<file path="src/rtl/cpu_pkg.sv">
// Shared definitions for the register-bank port arbiter slice.
//   DEF_ADDR_W / DEF_DATA_W : default register address / data widths
//   arb_state_e             : arbiter FSM states (IDLE, CLEAR)
//   REQ_R0 / REQ_R1         : requester indices (operand fetch / writeback)
package cpu_pkg;

  localparam int DEF_ADDR_W = 3;
  localparam int DEF_DATA_W = 4;

  typedef enum logic {
    IDLE  = 1'b0,
    CLEAR = 1'b1
  } arb_state_e;

  localparam int REQ_R0 = 0;
  localparam int REQ_R1 = 1;

endpackage

</file>
<file path="src/rtl/regfile_port_arbiter_if.sv">
// Requester-side handshake bundle for one register-bank requester.
//   req    : access request, held with we/addr/wdata until gnt
//   we     : 1 = write, 0 = read
//   addr   : register address
//   wdata  : write data
//   gnt    : one-cycle grant pulse, same cycle the bank sees the access
//   rvalid : read data valid, one cycle after a read grant
// Modports: master = requester, slave = arbiter.
interface regfile_port_arbiter_if #(
  parameter int ADDR_W = 3,
  parameter int DATA_W = 4
);

  logic              req;
  logic              we;
  logic [ADDR_W-1:0] addr;
  logic [DATA_W-1:0] wdata;
  logic              gnt;
  logic              rvalid;

  modport master (
    output req, we, addr, wdata,
    input  gnt, rvalid
  );

  modport slave (
    input  req, we, addr, wdata,
    output gnt, rvalid
  );

endinterface

</file>
<file path="src/rtl/rr_arb2.sv">
// Two-way round-robin arbiter.
//   clk, rst : clock, asynchronous active-high reset
//   en       : grants allowed this cycle
//   req[1:0] : request vector
//   gnt[1:0] : one-hot (or zero) grant vector, combinational
// The pointer holds the index of the last granted requester; on a tie the
// other requester wins. It resets to REQ_R1 so REQ_R0 wins the first tie.
module rr_arb2
  import cpu_pkg::*;
(
  input  logic       clk,
  input  logic       rst,
  input  logic       en,
  input  logic [1:0] req,
  output logic [1:0] gnt
);

  logic ptr;

  always_comb begin
    gnt = 2'b00;
    if (en) begin
      if (req == 2'b11) begin
        gnt = (ptr == 1'(REQ_R1)) ? 2'b01 : 2'b10;
      end else begin
        gnt = req;
      end
    end
  end

  always_ff @(posedge clk or posedge rst) begin
    if (rst) begin
      ptr <= 1'(REQ_R1);
    end else if (gnt[REQ_R0]) begin
      ptr <= 1'(REQ_R0);
    end else if (gnt[REQ_R1]) begin
      ptr <= 1'(REQ_R1);
    end
  end

endmodule

</file>
<file path="src/rtl/regfile_port_arbiter.sv">
// Shares a single-port register bank between operand fetch (r0) and
// writeback (r1), one access per cycle, and runs a software clear sweep
// that writes zero to every register.
//   clk, rst   : clock, asynchronous active-high reset
//   clr_req    : start a clear sweep (sampled in IDLE)
//   clr_busy   : sweep in progress
//   r0, r1     : requester handshake bundles (slave side)
//   rdata      : shared read data, qualified by r0.rvalid / r1.rvalid
//   rf_wr_en   : bank write enable
//   rf_addr    : bank address
//   rf_wdata   : bank write data
//   rf_rdata   : bank read data, registered, valid one cycle after address
module regfile_port_arbiter
  import cpu_pkg::*;
#(
  parameter int ADDR_W   = DEF_ADDR_W,
  parameter int DATA_W   = DEF_DATA_W,
  parameter int NUM_REGS = 1 << ADDR_W
) (
  input  logic                  clk,
  input  logic                  rst,
  input  logic                  clr_req,
  output logic                  clr_busy,
  regfile_port_arbiter_if.slave r0,
  regfile_port_arbiter_if.slave r1,
  output logic [DATA_W-1:0]     rdata,
  output logic                  rf_wr_en,
  output logic [ADDR_W-1:0]     rf_addr,
  output logic [DATA_W-1:0]     rf_wdata,
  input  logic [DATA_W-1:0]     rf_rdata
);

  localparam logic [ADDR_W-1:0] LAST_ADDR = ADDR_W'(NUM_REGS - 1);

  arb_state_e        state;
  logic [ADDR_W-1:0] sweep_cnt;
  logic              arb_en;
  logic [1:0]        req_vec;
  logic [1:0]        gnt_vec;
  logic [1:0]        rd_vld_p1;

  // Clear takes precedence over any pending request in the cycle it starts.
  assign arb_en  = !rst && (state == IDLE) && !clr_req;
  assign req_vec = {r1.req, r0.req};

  rr_arb2 u_arb (
    .clk (clk),
    .rst (rst),
    .en  (arb_en),
    .req (req_vec),
    .gnt (gnt_vec)
  );

  assign r0.gnt = gnt_vec[REQ_R0];
  assign r1.gnt = gnt_vec[REQ_R1];

  // Stage 0: bank access issued in the grant / sweep cycle
  always_comb begin
    rf_wr_en = 1'b0;
    rf_addr  = '0;
    rf_wdata = '0;
    if (!rst) begin
      if (state == CLEAR) begin
        rf_wr_en = 1'b1;
        rf_addr  = sweep_cnt;
      end else if (gnt_vec[REQ_R0]) begin
        rf_wr_en = r0.we;
        rf_addr  = r0.addr;
        rf_wdata = r0.wdata;
      end else if (gnt_vec[REQ_R1]) begin
        rf_wr_en = r1.we;
        rf_addr  = r1.addr;
        rf_wdata = r1.wdata;
      end
    end
  end

  always_ff @(posedge clk or posedge rst) begin
    if (rst) begin
      state     <= IDLE;
      clr_busy  <= 1'b0;
      sweep_cnt <= '0;
    end else begin
      case (state)
        IDLE: begin
          if (clr_req) begin
            state     <= CLEAR;
            clr_busy  <= 1'b1;
            sweep_cnt <= '0;
          end
        end
        CLEAR: begin
          if (sweep_cnt == LAST_ADDR) begin
            state     <= IDLE;
            clr_busy  <= 1'b0;
            sweep_cnt <= '0;
          end else begin
            sweep_cnt <= sweep_cnt + 1'b1;
          end
        end
        default: begin
          state     <= IDLE;
          clr_busy  <= 1'b0;
          sweep_cnt <= '0;
        end
      endcase
    end
  end

  // Stage 1: bank read data returns, valid flagged for the read's owner
  always_ff @(posedge clk or posedge rst) begin
    if (rst) begin
      rd_vld_p1 <= 2'b00;
    end else begin
      rd_vld_p1[REQ_R0] <= gnt_vec[REQ_R0] && !r0.we;
      rd_vld_p1[REQ_R1] <= gnt_vec[REQ_R1] && !r1.we;
    end
  end

  assign r0.rvalid = rd_vld_p1[REQ_R0];
  assign r1.rvalid = rd_vld_p1[REQ_R1];
  assign rdata     = rf_rdata;

endmodule

</file>
<file path="src/flat_wrapper.sv">
// flat-port wrapper written by rule: the top's interface ports become plain ports
module regfile_port_arbiter_flat import cpu_pkg::*;
#(
  parameter int ADDR_W   = DEF_ADDR_W,
  parameter int DATA_W   = DEF_DATA_W,
  parameter int NUM_REGS = 1 << ADDR_W
)
  (clk, rst, clr_req, clr_busy, rdata, rf_wr_en, rf_addr, rf_wdata, rf_rdata, r0_req, r0_we, r0_addr, r0_wdata, r0_gnt, r0_rvalid, r1_req, r1_we, r1_addr, r1_wdata, r1_gnt, r1_rvalid);
  regfile_port_arbiter_if #(.ADDR_W(ADDR_W), .DATA_W(DATA_W)) r0_i ();
  regfile_port_arbiter_if #(.ADDR_W(ADDR_W), .DATA_W(DATA_W)) r1_i ();
  input  logic clk;
  input  logic rst;
  input  logic clr_req;
  output logic clr_busy;
  output logic [DATA_W-1:0] rdata;
  output logic rf_wr_en;
  output logic [ADDR_W-1:0] rf_addr;
  output logic [DATA_W-1:0] rf_wdata;
  input  logic [DATA_W-1:0] rf_rdata;
  input wire logic [$bits(r0_i.req)-1:0] r0_req;
  input wire logic [$bits(r0_i.we)-1:0] r0_we;
  input wire logic [$bits(r0_i.addr)-1:0] r0_addr;
  input wire logic [$bits(r0_i.wdata)-1:0] r0_wdata;
  output wire logic [$bits(r0_i.gnt)-1:0] r0_gnt;
  output wire logic [$bits(r0_i.rvalid)-1:0] r0_rvalid;
  input wire logic [$bits(r1_i.req)-1:0] r1_req;
  input wire logic [$bits(r1_i.we)-1:0] r1_we;
  input wire logic [$bits(r1_i.addr)-1:0] r1_addr;
  input wire logic [$bits(r1_i.wdata)-1:0] r1_wdata;
  output wire logic [$bits(r1_i.gnt)-1:0] r1_gnt;
  output wire logic [$bits(r1_i.rvalid)-1:0] r1_rvalid;
  assign r0_i.req = r0_req;
  assign r0_i.we = r0_we;
  assign r0_i.addr = r0_addr;
  assign r0_i.wdata = r0_wdata;
  assign r0_gnt = r0_i.gnt;
  assign r0_rvalid = r0_i.rvalid;
  assign r1_i.req = r1_req;
  assign r1_i.we = r1_we;
  assign r1_i.addr = r1_addr;
  assign r1_i.wdata = r1_wdata;
  assign r1_gnt = r1_i.gnt;
  assign r1_rvalid = r1_i.rvalid;
  regfile_port_arbiter #(.ADDR_W(ADDR_W), .DATA_W(DATA_W), .NUM_REGS(NUM_REGS)) u_core (.clk(clk), .rst(rst), .clr_req(clr_req), .clr_busy(clr_busy), .r0(r0_i), .r1(r1_i), .rdata(rdata), .rf_wr_en(rf_wr_en), .rf_addr(rf_addr), .rf_wdata(rf_wdata), .rf_rdata(rf_rdata));
endmodule
</file>
<file path="config.mk">
export PLATFORM = sky130hd
export DESIGN_NAME = regfile_port_arbiter_flat
export DESIGN_NICKNAME = d
export VERILOG_FILES = /design/src/rtl/cpu_pkg.sv /design/src/rtl/regfile_port_arbiter_if.sv /design/src/rtl/rr_arb2.sv /design/src/rtl/regfile_port_arbiter.sv /design/src/flat_wrapper.sv
export SDC_FILE = /design/constraint.sdc
export NUM_CORES = 1
export LEC_CHECK = 0
export BUFFER_PORTS_ARGS = -buffer_cell sky130_fd_sc_hd__buf_2
export CELL_PAD_IN_SITES_DETAIL_PLACEMENT = 2
export CELL_PAD_IN_SITES_GLOBAL_PLACEMENT = 2
export CORE_MARGIN = 8
export CORE_UTILIZATION = 19
export CTS_BUF_LIST = sky130_fd_sc_hd__clkbuf_16
export DETAILED_ROUTE_END_ITERATION = 8
export PLACE_DENSITY = 0.79
export RECOVER_POWER = 25
export SYNTH_ARGS = -nofsm -noshare
export SYNTH_HDL_FRONTEND = slang
export SYNTH_SLANG_ARGS = --single-unit
export TNS_END_PERCENT = 30
</file>
<file path="constraint.sdc">
create_clock -name clk -period 1.7 [get_ports clk]
set_input_delay 0.17 -clock clk [delete_from_list [all_inputs] [get_ports clk]]
set_output_delay 0.17 -clock clk [all_outputs]
set_load 0.01 [all_outputs]
</file>
==> out/metrics.yaml <==
worst_setup_path:
  r2r-start: "u_core.sweep_cnt[0]"
  cp-start-kind: "flop"
  crit_required_ns: 1.53
  max_stage_delay_ns: 0.55
  cp_cell_sequence: "nand2_2 -> and3_4 -> a221o_1 -> buf_2"
  crit_path_top_delay_cell: "dfstp_2"
  cp_max_fo: 5
  crit_type: "reg2out"
  cp-end-kind: "primary output"
  crit_path_start: "u_core.u_arb.ptr"
  cp_data_arrival_time_ns: 1.52
routing:
  drt-total-wl_um: 2140
  wl_per_cell_um: 17.9
  firstDrtPassIters: 2
  drt_iter0_drc: 2
  num_vias: 567
  vias_per_cell: 4.76
  post-route-drc-count: 0
  ant_nets: 0
synthesis:
  yosys.area.top_type: "dfrtp_1"
  avgSynthCellArea_um2: 9.99
  synth_top_area_frac: 0.337
  synth_common_cells: "7 x dfrtp_1, 5 x a22o_1, 5 x buf_4"
  async_flop_share: 1.00
  ys_warn_count: 0
  synth_area_um2: 519
  ys.flop_type: "dfrtp_1"
  synth-edff-count: 0
  synthDistinctLibCells: 20
  synth_area_leaders: "dfrtp_1 34%, a22o_1 8.4%, a221o_1 7.7%"
  synth_nets: 79
  synth.most_common_cell: "dfrtp_1"
  synth_cells: 52
  ys_seq_area_frac: 0.388
  ys_ff_latch: 8
floorplan:
  start_util: 0.193
  rows: 19
  die_w_um: 68.3
  io_pins: 42
  die-area_um2: 4660
  die_y_um: 68.3
  core_um2: 2690
placement:
  portBuffers: 33
  dpl_cell_area_um2: 671
  hpwl_um: 1660
  place_congestion: 0.830
  placedCellCount: 110
grt:
  antenna_found_initial: 0
  grt_overflow: 0
  grt_pass1_vias: 615
  grt_start_max_net_pins: 11
  grt_usage: 0.0900
  grt_pass1_wl_um: 3120
clock_network:
  cts_buffers: 3
  root_buffer: "clkbuf_16"
  htreeDepth: 1
  clockBufferDepth: 2
  clk_pin_slew_ns: 0.04
  cts_tree: "done"
  cts_num_sinks: 8
  clock_latency_ns: 0.23
power:
  p_leak_nw: 0.437
  irDropWorstVdd_mv: 0.379
  powerDensity_nw_per_um2: 1430
timing:
  rsz0062_at_grt: "yes"
  finalHoldViolCount: 0
  slew-limit-headroom: 0.790
  clock_skew_ns: 0.00188
  setup_violations: 0
  fin_crit_ns: 1.69
  worstMarginPinSlew_ns: 0.315
  finalMaxSlewViolations: 0
  fin_crit_sh: 0.991
  fmax_ghz: 0.593
finish:
  area_delta_synth_final_pct: 55.9
  num-fill-cells: 306
  antenna_cells: 0
  finalNetCount: 116
  layout-drive-gt1-share: 0.523
  fin_area_um2: 810
  fin_cells: 119
hold_path:
  hp-class: "in2reg"
  hold_start: "r0_we"
job:
  maxCapViolations: 0
outcome:
  status: "finished clean"
==> critical path, delay by kind of cell, from the launching register on <==
| family | cells | cell delay [ns] |
|---|---|---|
| AOI/OAI and AO/OA | 1 | 0.34 |
| and+or+nand+nor | 2 | 0.25 |
| DFF | 1 | 0.55 |
| buffers and inverters | 1 | 0.14 |
==> layout make-up <==
type | instances | area (um^2) | share of cell area
inverter | 4 | 15.0 | 0.0185
timing repair buffer | 37 | 201 | 0.249
sequential | 8 | 201 | 0.249
clock inverter | 1 | 3.75 | 0.00464
clock buffer | 3 | 75.1 | 0.0927
multi-input combinational | 35 | 274 | 0.338
tap | 31 | 38.8 | 0.0479
==> per-stage QoR <==
step	setup WS (ns)	setup TNS, ns	util	power, W	hold WS (ns)
2_1_floorplan	0.285	0	-	0.000583	-0.0151
3_3_place_gp	0.191	0	0.250	0.000676	0.166
3_5_place_dp	0.130	0	0.250	0.000722	0.179
4_1_cts	0.00252	0	0.288	0.00115	0.109
5_1_grt	-0.0661	-0.291	0.301	0.00124	0.116
6_report	0.0148	0	0.301	0.00116	0.109
==> registers in the layout (all words and copies together) (netlist names) <==
register          cells
u_core.sweep_cnt      3
u_core.rd_vld_p1      2
u_core.clr_busy       1
u_core.state          1
u_core.u_arb.ptr      1
==> power breakdown <==
group | leakage (nW) | internal, W | total, W | switching (W)
combinational | 0.299 | 0.000212 | 0.000418 | 0.000206
sequential | 0.0956 | 0.000273 | 0.000338 | 0.0000657
clock | 0.0423 | 0.000306 | 0.000399 | 0.0000931
==> cell families (layout without fill, tap and decap cells) <==
| kind of cell | count (synthesis) | after routing | share of synthesized area |
|---|---|---|---|
| flip-flops | 8 | 8 | 0.388 |
| buffers and inverters | 11 | 45 | 0.145 |
| adder cells (fa/ha/maj) | 2 | 2 | 0.0482 |
| AO/OA/AOI/OAI | 15 | 15 | 0.229 |
| AND/OR/NAND/NOR | 16 | 18 | 0.190 |
==> final timing paths <==
check                                      endpoint  slack [ns]  cells after the start
worst min-delay path            u_core.rd_vld_p1[0]        0.11                      2
max in group asynchronous          u_core.u_arb.ptr        0.93                      3
worst min register to register      u_core.clr_busy        0.51                      2
worst max-delay path                     rf_addr[0]        0.01                      4
min in group asynchronous              u_core.state        0.49                      3
worst max register to register  u_core.sweep_cnt[0]        0.37                      4
==> layer usage <==
layer  wire [um]  GRT usage  up-vias
met1         729     0.0880      275
met4           8     0.0307        0
met5           0          0        -
met2        1120      0.168       34
li1            -          -      256
met3         276     0.0360        2
==> cell usage in the layout, fill, tap and decap left out, types with 2 or more instances in the layout <==
cell type and instances:
a221o_1 4, a22o_1 5, and2_1 3, and3_4 3, buf_2 33, buf_4 2, clkbuf_16 3, dfrtp_1 7
ha_1 2, inv_1 5, nand2_1 3, nor2b_1 3, o21ai_0 3
==> what timing repair did <==
item / in CTS / in global routing
pin swaps: 1 / 7
hold endpoints to repair: 7 / 0
setup endpoints to repair: 8 / 8
buffers inserted: 0 / 2
gates cloned: 0 / 2
gates resized for setup: 5 / 2
hold buffers: 1 / 0
No activity file was read; power rests on OpenSTA's default activity.
